--- src/rtl/fifo_stream_reader_pkg.sv ---
// fifo_if_pkg: shared FIFO word width and the reader FSM state type
package fifo_if_pkg;
  localparam int FIFO_DATA_W = 16;
  typedef enum logic [1:0] {IDLE, RUN, DRAIN} state_e;
endpackage

--- src/rtl/fifo_stream_reader_if.sv ---
// fifo_stream_reader_if: FIFO read port (rd/dout/valid/empty/under) plus downstream valid/ready stream; master = reader side
interface fifo_stream_reader_if
  import fifo_if_pkg::*;
#(
  parameter int DATA_W = FIFO_DATA_W
);
  logic fifo_rd;
  logic [DATA_W-1:0] fifo_dout;
  logic fifo_valid;
  logic fifo_empty;
  logic fifo_under;
  logic [DATA_W-1:0] m_data;
  logic m_valid;
  logic m_ready;
  modport master (
    output fifo_rd, m_data, m_valid,
    input fifo_dout, fifo_valid, fifo_empty, fifo_under, m_ready
  );
  modport slave (
    input fifo_rd, m_data, m_valid,
    output fifo_dout, fifo_valid, fifo_empty, fifo_under, m_ready
  );
endinterface

--- src/rtl/fifo_stream_reader_skid_buf.sv ---
// skid_buf: DEPTH-entry circular buffer; push/push_data at tail, pop at head, occ count, head_data/head_valid (head_data is 0 when empty)
module skid_buf #(
  parameter int DATA_W = 16,
  parameter int DEPTH = 2,
  localparam int PW = $clog2(DEPTH),
  localparam int OW = $clog2(DEPTH + 1)
) (
  input  logic              clk,
  input  logic              rst,
  input  logic              push,
  input  logic [DATA_W-1:0] push_data,
  input  logic              pop,
  output logic [OW-1:0]     occ,
  output logic [DATA_W-1:0] head_data,
  output logic              head_valid
);
  logic [DATA_W-1:0] mem_q [DEPTH];
  logic [DATA_W-1:0] mem_d [DEPTH];
  logic [PW-1:0] wr_q, wr_d, rd_q, rd_d;
  logic [OW-1:0] occ_q, occ_d;
  logic do_pop;
  assign occ = occ_q;
  assign head_valid = occ_q != '0;
  assign head_data = head_valid ? mem_q[rd_q] : '0;
  always_comb begin
    do_pop = pop && head_valid;
    mem_d = mem_q;
    if (push) mem_d[wr_q] = push_data;
    wr_d = push ? (wr_q == PW'(DEPTH - 1) ? '0 : wr_q + PW'(1)) : wr_q;
    rd_d = do_pop ? (rd_q == PW'(DEPTH - 1) ? '0 : rd_q + PW'(1)) : rd_q;
    occ_d = occ_q + OW'(push) - OW'(do_pop);
  end
  always_ff @(posedge clk) begin
    if (rst) begin
      wr_q <= '0;
      rd_q <= '0;
      occ_q <= '0;
    end else begin
      wr_q <= wr_d;
      rd_q <= rd_d;
      occ_q <= occ_d;
    end
    mem_q <= mem_d;
  end
endmodule

--- src/rtl/fifo_stream_reader.sv ---
// fifo_stream_reader: pops the fifo via bus.fifo_* into a skid buffer and streams it on bus.m_*; clk/rst, enable, word_count, sticky err_under, busy
module fifo_stream_reader
  import fifo_if_pkg::*;
#(
  parameter int DATA_W = FIFO_DATA_W,
  parameter int SKID_DEPTH = 2,
  parameter int CNT_W = 16,
  parameter int BACK_TO_BACK = 0,
  localparam int OW = $clog2(SKID_DEPTH + 1)
) (
  input  logic                 clk,
  input  logic                 rst,
  input  logic                 enable,
  fifo_stream_reader_if.master bus,
  output logic [CNT_W-1:0]     word_count,
  output logic                 err_under,
  output logic                 busy
);
  state_e state_q, state_d;
  logic [OW-1:0] occ, inflight_q, inflight_d;
  logic [OW:0] pending;
  logic rd_prev_q, capture, xfer;
  logic [CNT_W-1:0] word_count_q, word_count_d;
  logic err_under_q, err_under_d;
  skid_buf #(.DATA_W(DATA_W), .DEPTH(SKID_DEPTH)) u_buf (
    .clk        (clk),
    .rst        (rst),
    .push       (capture),
    .push_data  (bus.fifo_dout),
    .pop        (bus.m_ready),
    .occ        (occ),
    .head_data  (bus.m_data),
    .head_valid (bus.m_valid)
  );
  always_ff @(posedge clk) begin
    if (rst) state_q <= IDLE;
    else state_q <= state_d;
  end
  always_comb begin
    state_d = enable ? RUN : (state_q == RUN || (state_q == DRAIN && busy)) ? DRAIN : IDLE;
  end
  // Reserving a slot per in-flight read guarantees every fifo_valid finds room.
  always_comb begin
    pending = {1'b0, occ} + {1'b0, inflight_q};
    busy = pending != '0;
    bus.fifo_rd = state_q == RUN && !bus.fifo_empty && pending < (OW + 1)'(SKID_DEPTH)
                  && (BACK_TO_BACK != 0 || !rd_prev_q);
  end
  // A fifo_valid with nothing in flight is a protocol error: flagged, never captured.
  always_comb begin
    capture = bus.fifo_valid && inflight_q != '0;
    xfer = bus.m_valid && bus.m_ready;
    inflight_d = inflight_q + OW'(bus.fifo_rd) - OW'(capture);
    word_count_d = word_count_q + CNT_W'(xfer);
    err_under_d = err_under_q || bus.fifo_under || (bus.fifo_valid && !capture);
  end
  always_ff @(posedge clk) begin
    if (rst) begin
      inflight_q <= '0;
      rd_prev_q <= 1'b0;
      word_count_q <= '0;
      err_under_q <= 1'b0;
    end else begin
      inflight_q <= inflight_d;
      rd_prev_q <= bus.fifo_rd;
      word_count_q <= word_count_d;
      err_under_q <= err_under_d;
    end
  end
  assign word_count = word_count_q;
  assign err_under = err_under_q;
endmodule

--- src/flat_wrapper.sv ---
// flat-port wrapper written by rule: the top's interface ports become plain ports
module fifo_stream_reader_flat import fifo_if_pkg::*;
#(
  parameter int DATA_W = FIFO_DATA_W,
  parameter int SKID_DEPTH = 2,
  parameter int CNT_W = 16,
  parameter int BACK_TO_BACK = 0,
  localparam int OW = $clog2(SKID_DEPTH + 1)
)
  (clk, rst, enable, word_count, err_under, busy, bus_fifo_rd, bus_m_data, bus_m_valid, bus_fifo_dout, bus_fifo_valid, bus_fifo_empty, bus_fifo_under, bus_m_ready);
  fifo_stream_reader_if #(.DATA_W(DATA_W)) bus_i ();
  input  logic clk;
  input  logic rst;
  input  logic enable;
  output logic [CNT_W-1:0] word_count;
  output logic err_under;
  output logic busy;
  output wire logic [$bits(bus_i.fifo_rd)-1:0] bus_fifo_rd;
  output wire logic [$bits(bus_i.m_data)-1:0] bus_m_data;
  output wire logic [$bits(bus_i.m_valid)-1:0] bus_m_valid;
  input wire logic [$bits(bus_i.fifo_dout)-1:0] bus_fifo_dout;
  input wire logic [$bits(bus_i.fifo_valid)-1:0] bus_fifo_valid;
  input wire logic [$bits(bus_i.fifo_empty)-1:0] bus_fifo_empty;
  input wire logic [$bits(bus_i.fifo_under)-1:0] bus_fifo_under;
  input wire logic [$bits(bus_i.m_ready)-1:0] bus_m_ready;
  assign bus_fifo_rd = bus_i.fifo_rd;
  assign bus_m_data = bus_i.m_data;
  assign bus_m_valid = bus_i.m_valid;
  assign bus_i.fifo_dout = bus_fifo_dout;
  assign bus_i.fifo_valid = bus_fifo_valid;
  assign bus_i.fifo_empty = bus_fifo_empty;
  assign bus_i.fifo_under = bus_fifo_under;
  assign bus_i.m_ready = bus_m_ready;
  fifo_stream_reader #(.DATA_W(DATA_W), .SKID_DEPTH(SKID_DEPTH), .CNT_W(CNT_W), .BACK_TO_BACK(BACK_TO_BACK)) u_core (.clk(clk), .rst(rst), .enable(enable), .bus(bus_i), .word_count(word_count), .err_under(err_under), .busy(busy));
endmodule
--- config.mk ---
export PLATFORM = sky130hd
export DESIGN_NAME = fifo_stream_reader_flat
export DESIGN_NICKNAME = d
export VERILOG_FILES = /design/src/rtl/fifo_stream_reader_pkg.sv /design/src/rtl/fifo_stream_reader_if.sv /design/src/rtl/fifo_stream_reader_skid_buf.sv /design/src/rtl/fifo_stream_reader.sv /design/src/flat_wrapper.sv
export SDC_FILE = /design/constraint.sdc
export NUM_CORES = 1
export LEC_CHECK = 0
export BUFFER_PORTS_ARGS = -buffer_cell sky130_fd_sc_hd__buf_2
export CORE_MARGIN = 4
export CORE_UTILIZATION = 52
export DETAILED_ROUTE_END_ITERATION = 8
export HOLD_SLACK_MARGIN = 0.12
export PLACE_DENSITY_LB_ADDON = 0.15
export SYNTH_ARGS = -nofsm -noshare
export SYNTH_HDL_FRONTEND = slang
export SYNTH_SLANG_ARGS = --single-unit
--- constraint.sdc ---
create_clock -name clk -period 3.4 [get_ports clk]
set_clock_uncertainty 0.2 [all_clocks]
set_input_delay 0.17 -clock clk [delete_from_list [all_inputs] [get_ports clk]]
set_output_delay 0.17 -clock clk [all_outputs]
set_load 0.05 [all_outputs]
==> impl_results.md, run 1 <==
* Routability cong. at 0.699
* DR pass1 iterations at 4
* Dpl cells at 308
* Final setup violation count at 0
* Post-Syn Instances at 200
* IO Count at 59
* HPWL after DPL at 2950 um
* Die height at 76.1 um
* Htree depth at 3
* Crit path top cell by count: ha_1
* Max VDD drop at 0.000461 V
* Number of global-route vias before repair at 1,774
* Simple-gate portion of the synthesized area at 15.8%
* Critical path peak fanout at 4
* CP Class: flip-flop to flip-flop
* Hold Violations, Final at 0
* DR vias at 1,750
* Hold slack at 0.130 ns
* Port Buffers at 58
* Row Count at 24
* Slew Limit Fails at 0
* Synth unique cells at 33
* CP max-delay cell: fa_1
* Global Route met3 Usage at 4.73%
* Clk_lat worst skew at 0.31 ns
* Largest net degree at the start of global routing at 31
* Area growth from synthesis to layout at 32.1%
* Met2 Use GR at 29.1%
* Max clock buf depth at 2
* Max Cap Viol at 0
* Diode count at 0
* Warnings from Yosys at 0
* Seq/Total Area, Yosys at 61.4%
* Worst min-delay path class: primary input to flip-flop
* Die area at 0.00579 mm2
* Avg WL per Cell at 13.7 um
* Status: completed
* Wirelength, routed at 4730 um
* Antenna Violating Nets Remaining at 0
* M1 GR Usage at 23.2%
* Worst path max stage delay at 0.45 ns
* DR vias/cell at 5.06
* Synthesized area per cell at 12.1 um2
* First-pass GRT wire length at 8510 um
* PwrDens at 736 mW/mm2
* CP arrival at 2.69 ns
* Initial antenna violation count at 0
* Max Clock Freq at 376 MHz
* Overall routing resource usage at 18.0%
* Synth Cell Area at 0.00241 mm2
* Final WS setup at 0.740 ns
* Cell breakdown of the critical path: ha_1 > fa_1 > nor4_1 > nand2b_1 > ha_1 > inv_1 > ha_1 > xor2_1 > and2_1 > nor3_1
* Slew @ Worst Pin at 0.537 ns
* Flops & latches, synth at 58
* Required @ worst endpoint at 3.43 ns
* Post-Syn Nets at 231
* Post-placement setup slack at 0.807 ns
* Core footprint at 0.00441 mm2
* DRC violations left at 0
* Setup_tns at 0 ns
* Clock slew seen by the registers of the worst setup and hold paths at 0.06 ns
* Minimum clock period at 2.66 ns
* Layer with the highest usage: met2
* Congestion Overflow GR at 0
* Post-synth EDFFs at 32
* Non-filler instance count after layout at 346
* Mux cell area share after synthesis at 8.51%
* Critical path launch point type: flip-flop
* Leak at 0.00136 uW
* Synth Area in Adders at 4.46%
* Ys flop type: edfxtp_1
* Layout cells sized above 1 at 26.5%
* Compound-cell area share of the yosys netlist at 4.36%
* DRT iter0 DRCs at 61
* CTS tree: done
* CTS Sinks at 58
* Number of CTS-inserted buffers at 9
* Period utilization at 78.2%
* Final #Nets at 321
* Relative slew margins at 64.2%
* Ys async rst share at 0%
* Die width at 76.1 um
* Reg2Reg Setup Slack at 0.74 ns
* Initial Util at 54.6%
* CP Capture Type: flip-flop
* CTS Root Cell: clkbuf_8
* RSZ-0062 raised after global routing: false
* Post-synthesis xor/xnor area fraction at 2.90%
* Largest family of logic cells by synthesized area: simple AND/OR/NAND/NOR gates
* # fillers at 314
* Total power at 2350 uW
==> state kept, by name, summed over array words and instances, names as in the netlist <==
name	count
u_core.rd_prev_q	1
u_core.state_q	2
u_core.u_buf.occ	2
u_core.u_buf.mem_q	32
u_core.u_buf.rd_q	1
u_core.word_count	16
u_core.inflight_q	2
u_core.err_under	1
u_core.u_buf.wr_q	1
==> cell type report <==
class | count | area [um2] | share of cell area (%)
tap | 52 | 65.1 | 2.04
clock inverter | 4 | 42.5 | 1.33
multi-input combinational | 126 | 868 | 27.2
clock buffer | 11 | 141 | 4.44
timing repair buffer | 85 | 551 | 17.3
inverter | 10 | 37.5 | 1.18
sequential | 58 | 1480 | 46.5
==> routing by layer <==
layer	share of wire, %	routed length, um
met3	4.8	227
met5	0	0
met2	51	2430
met1	43	2010
met4	1.3	61
==> synthesized netlist by cell type, drive strengths merged (2+ instances only) <==
cell type / n / area [um2]
nor2: 34 / 128
edfxtp: 32 / 961
dfxtp: 26 / 521
mux2i: 16 / 160
inv: 10 / 37.5
nor2b: 8 / 50.1
a21oi: 7 / 35.0
ha: 7 / 87.6
nand3: 5 / 25.0
nor4: 5 / 31.3
o21ai: 5 / 25.0
xor2: 5 / 43.8
mux2: 4 / 45.0
nand4: 4 / 46.3
o31ai: 4 / 30.0
or3: 4 / 25.0
or4: 4 / 30.0
buf: 3 / 13.8
clkbuf: 3 / 11.3
nand2: 3 / 13.8
xnor2: 3 / 26.3
a211oi: 2 / 15.0
nand2b: 2 / 12.5
==> cell usage in the layout, fill, tap and decap left out, types with 2 or more instances in the layout <==
| cell | netlist | routed |
|---|---|---|
| a211oi_1 | 2 | 2 |
| a21oi_1 | 7 | 7 |
| buf_2 | 2 | 58 |
| buf_4 | 0 | 4 |
| clkbuf_8 | 0 | 10 |
| clkinv_1 | 0 | 2 |
| dfxtp_1 | 26 | 26 |
| dlygate4sd3_1 | 0 | 23 |
| edfxtp_1 | 32 | 32 |
| ha_1 | 7 | 7 |
| inv_1 | 10 | 10 |
| mux2_1 | 3 | 3 |
| mux2i_1 | 16 | 16 |
| nand2_1 | 2 | 2 |
| nand2b_1 | 2 | 2 |
| nand3_1 | 5 | 5 |
| nand4_1 | 2 | 2 |
| nor2_1 | 34 | 34 |
| nor2b_1 | 8 | 8 |
| nor4_1 | 5 | 5 |
| o21ai_0 | 4 | 4 |
| o31ai_1 | 4 | 4 |
| or3_1 | 4 | 4 |
| or4_1 | 4 | 4 |
| xnor2_1 | 3 | 3 |
| xor2_1 | 5 | 5 |
==> worst max-delay path: cells and delay by family (launching register included) <==
kind / cells / cell delay, ns
DFF: 1 / 0.34
xor gates and xnor gates: 1 / 0.14
adders and majority gates: 4 / 1.14
buffers and inverters: 1 / 0.04
and+or+nand+nor: 4 / 0.71
==> worst paths after layout <==
check / startpoint / endpoint / depth (start not counted)
min reg2reg: u_core.state_q[1] / u_core.state_q[1] / 2
max: u_core.inflight_q[0] / u_core.inflight_q[1] / 10
max reg2reg: u_core.inflight_q[0] / u_core.inflight_q[1] / 10
min: bus_fifo_valid / u_core.u_buf.wr_q / 4
==> metrics by stage <==
step	utilization, %	area (um2)
3_5_place_dp	62.8	2770
3_3_place_gp	62.8	2770
6_report	72.2	3190
2_1_floorplan	-	2410
5_1_grt	72.2	3190
4_1_cts	72.2	3190
==> cells by family after synthesis <==
group,after synthesis
flip-flops,58
buffers and inverters,16
AO/OA/AOI/OAI,18
adder cells (fa/ha/maj),8
multiplexers,20
AND/OR/NAND/NOR,72
XOR/XNOR,8
==> report_power, final <==
| group | internal (uW) | switching (uW) |
|---|---|---|
| combinational | 255 | 618 |
| sequential | 843 | 45.8 |
| clock | 348 | 237 |
==> what timing repair did <==
action	CTS	global route
hold endpoints to repair	41	0
setup buffers	0	0
gates resized for setup	0	0
hold buffers	23	0
Note: power is estimated with default switching activity, not from simulation.
==> run 2: changes to the inputs <==
--- a/config.mk
+++ b/config.mk
@@ -7,7 +7,7 @@
 export LEC_CHECK = 0
 export BUFFER_PORTS_ARGS = -buffer_cell sky130_fd_sc_hd__buf_2
 export CORE_MARGIN = 4
-export CORE_UTILIZATION = 52
+export CORE_UTILIZATION = 47
 export DETAILED_ROUTE_END_ITERATION = 8
 export HOLD_SLACK_MARGIN = 0.12
 export PLACE_DENSITY_LB_ADDON = 0.15
==> constraint.sdc (replaced) <==
create_clock -name clk -period 2.2 [get_ports clk]
set_clock_uncertainty 0.2 [all_clocks]
set_input_delay 0.11 -clock clk [delete_from_list [all_inputs] [get_ports clk]]
set_output_delay 0.11 -clock clk [all_outputs]
set_load 0.05 [all_outputs]
==> run 2 against run 1 <==
  * The run now ends with setup timing left
  * Sequential share of layout area shrank 2.8 points
  * Via count rose by 4.5%
  * Power rose by 66%
  * Global-route usage fell by 1.1 points
  * Non-clock buffer count grew 14
  * Routed wire length grew 2.1%
==> impl_results.md, run 2 (synthesis results as in run 1) <==
* Status: complete, but fails checks
* Failing checks: setup timing
* Clock slew seen by the registers of the worst setup and hold paths at 0.06 ns
* Crit path top cell by count: ha_1
* Area growth from synthesis to layout at 41.0%
* Cell family with most CP delay: adder cells
* Commonest cells after routing, fill and taps aside: buf_2 (56), nor2_1 (34), edfxtp_1 (32)
* Layer with the highest usage: met2
* Leak at 0.00144 uW
* Post-placement setup slack at -0.300 ns
* DRC violations left at 0
* Die height at 79.6 um
* CP max-delay cell: fa_1
* Core footprint at 0.00485 mm2
* CP arrival at 2.54 ns
* Antenna Violating Nets Remaining at 0
* Non-filler instance count after layout at 376
* Reg2Reg Setup Slack at -0.29 ns
* Cell breakdown of the critical path: ha_4 > fa_1 > nor4_1 > nand2b_1 > ha_1 > inv_1 > ha_1 > xor2_1 > and2_1 > nor3_1
* Routability cong. at 0.690
* First-pass GRT wire length at 8090 um
* Layout cells sized above 1 at 34.0%
* Overall routing resource usage at 16.9%
* Required @ worst endpoint at 2.25 ns
* Clk_lat worst skew at 0.33 ns
* Row Count at 25
* Dpl cell area at 0.00288 mm2
* Critical path peak fanout at 2
* DRT iter0 DRCs at 69
* Largest net degree at the start of global routing at 31
* Initial Util at 49.8%
* Biggest register: u_core.u_buf.mem_q
* HPWL after DPL at 3000 um
* Minimum clock period at 2.49 ns
* Hold Violations, Final at 0
* # fillers at 364
* CTS Sinks at 58
* Avg WL per Cell at 12.8 um
* Dpl cells at 334
* Wirelength, routed at 4830 um
* PwrDens at 1150 mW/mm2
* M1 GR Usage at 19.4%
* Htree depth at 3
* Worst r2r src: u_core.inflight_q[0]
* DR vias/cell at 4.86
* Global Route met3 Usage at 6.77%
* CTS tree: done
* Final setup violation count at 4
* Relative slew margins at 64.3%
* Final #Nets at 335
* Slew @ Worst Pin at 0.536 ns
* Met2 Use GR at 28.0%
* Worst min-delay path class: primary input to flip-flop
* CP Class: flip-flop to flip-flop
* Footprint of the multi-input gates at 917 um2
* Worst path max stage delay at 0.45 ns
* Number of flip-flops in the largest register at 32
* Initial antenna violation count at 0
* CP Capture Type: flip-flop
* Final design area excluding fillers at 0.00340 mm2
* Max VDD drop at 0.000710 V
* Number of global-route vias before repair at 1,815
* Port Buffers at 58
* CTS Root Cell: clkbuf_8
* Die area at 0.00634 mm2
* Hold worst-path end: u_core.u_buf.wr_q
* RSZ-0062 raised after global routing: true
* IO Count at 59
* Number of CTS-inserted buffers at 9
* Diode count at 0
* Die width at 79.6 um
* Hold path startpoint: bus_fifo_valid
* Max Cap Viol at 0
* Slew Limit Fails at 0
* FF-to-FF path depth at 10
* Max Clock Freq at 401 MHz
* Worst Path Buf+Inv at 1
* Register area at 0.00149 mm2
* Final WS setup at -0.291 ns
* Period utilization at 113%
* Total power at 3900 uW
* Hold path cells at 5
* Critical path launch point type: flip-flop
* DR vias at 1,829
* R2R Path End: u_core.inflight_q[1]
* Commonest non-fill, non-tap cell in the layout: buf_2
* Congestion Overflow GR at 0
* Max clock buf depth at 2
* DR pass1 iterations at 4
[run 2: per-layer routing]
| metal | routed length [um] | share of wire, % |
|---|---|---|
| met2 | 2370 | 49 |
| met5 | 0 | 0 |
| met4 | 81 | 1.7 |
| met3 | 319 | 6.6 |
| met1 | 2050 | 43 |
[run 2: worst reg2reg max path: stages (launching register included)]
cell,delay [ns]
dfxtp_2,0.33
ha_4,0.15
fa_1,0.45
nor4_1,0.27
nand2b_1,0.12
ha_1,0.28
inv_1,0.04
ha_1,0.18
xor2_1,0.15
and2_1,0.16
nor3_1,0.11
[run 2: power breakdown]
part | leakage, uW | internal [uW] | switching, uW
Sequential | 0.000503 | 1310 | 61.2
Clock | 0.000103 | 582 | 386
Combinational | 0.000831 | 552 | 1010
[run 2: area by class of cell]
type	count	share of cell area (%)
sequential	58	43.7
multi-input combinational	126	27.0
timing repair buffer	99	19.9
clock buffer	13	4.67
tap	67	2.47
clock inverter	3	1.18
inverter	10	1.10
[run 2: how the worst max path moves through the flow]
| stage | start | to | cells past startpoint |
|---|---|---|---|
| 2_1_floorplan | u_core.inflight_q[0] | u_core.inflight_q[1] | 10 |
| 3_3_place_gp | u_core.inflight_q[0] | u_core.inflight_q[1] | 10 |
| 3_5_place_dp | u_core.inflight_q[0] | u_core.inflight_q[1] | 10 |
| 4_1_cts | u_core.inflight_q[0] | u_core.inflight_q[1] | 10 |
| 5_1_grt | u_core.inflight_q[0] | u_core.inflight_q[1] | 10 |
| 6_report | u_core.inflight_q[0] | u_core.inflight_q[1] | 10 |
[run 2: per-stage QoR]
stage                     utilization, %  TNS [ns]  hold slack [ns]
after floorplan                        -    -0.351          -0.0115
after global placement              59.4    -0.441           0.0939
after detailed placement            59.4    -0.483            0.100
after CTS                           68.8    -0.588            0.128
after global routing                70.1     -1.12            0.180
final                               70.1    -0.636            0.145
[run 2: what timing repair did]
action	in CTS	in global routing
hold endpoints to repair	53	0
gates resized for setup	10	7
setup buffers	1	3
pin swaps	2	2
setup endpoints to repair	5	10
hold buffers	22	0
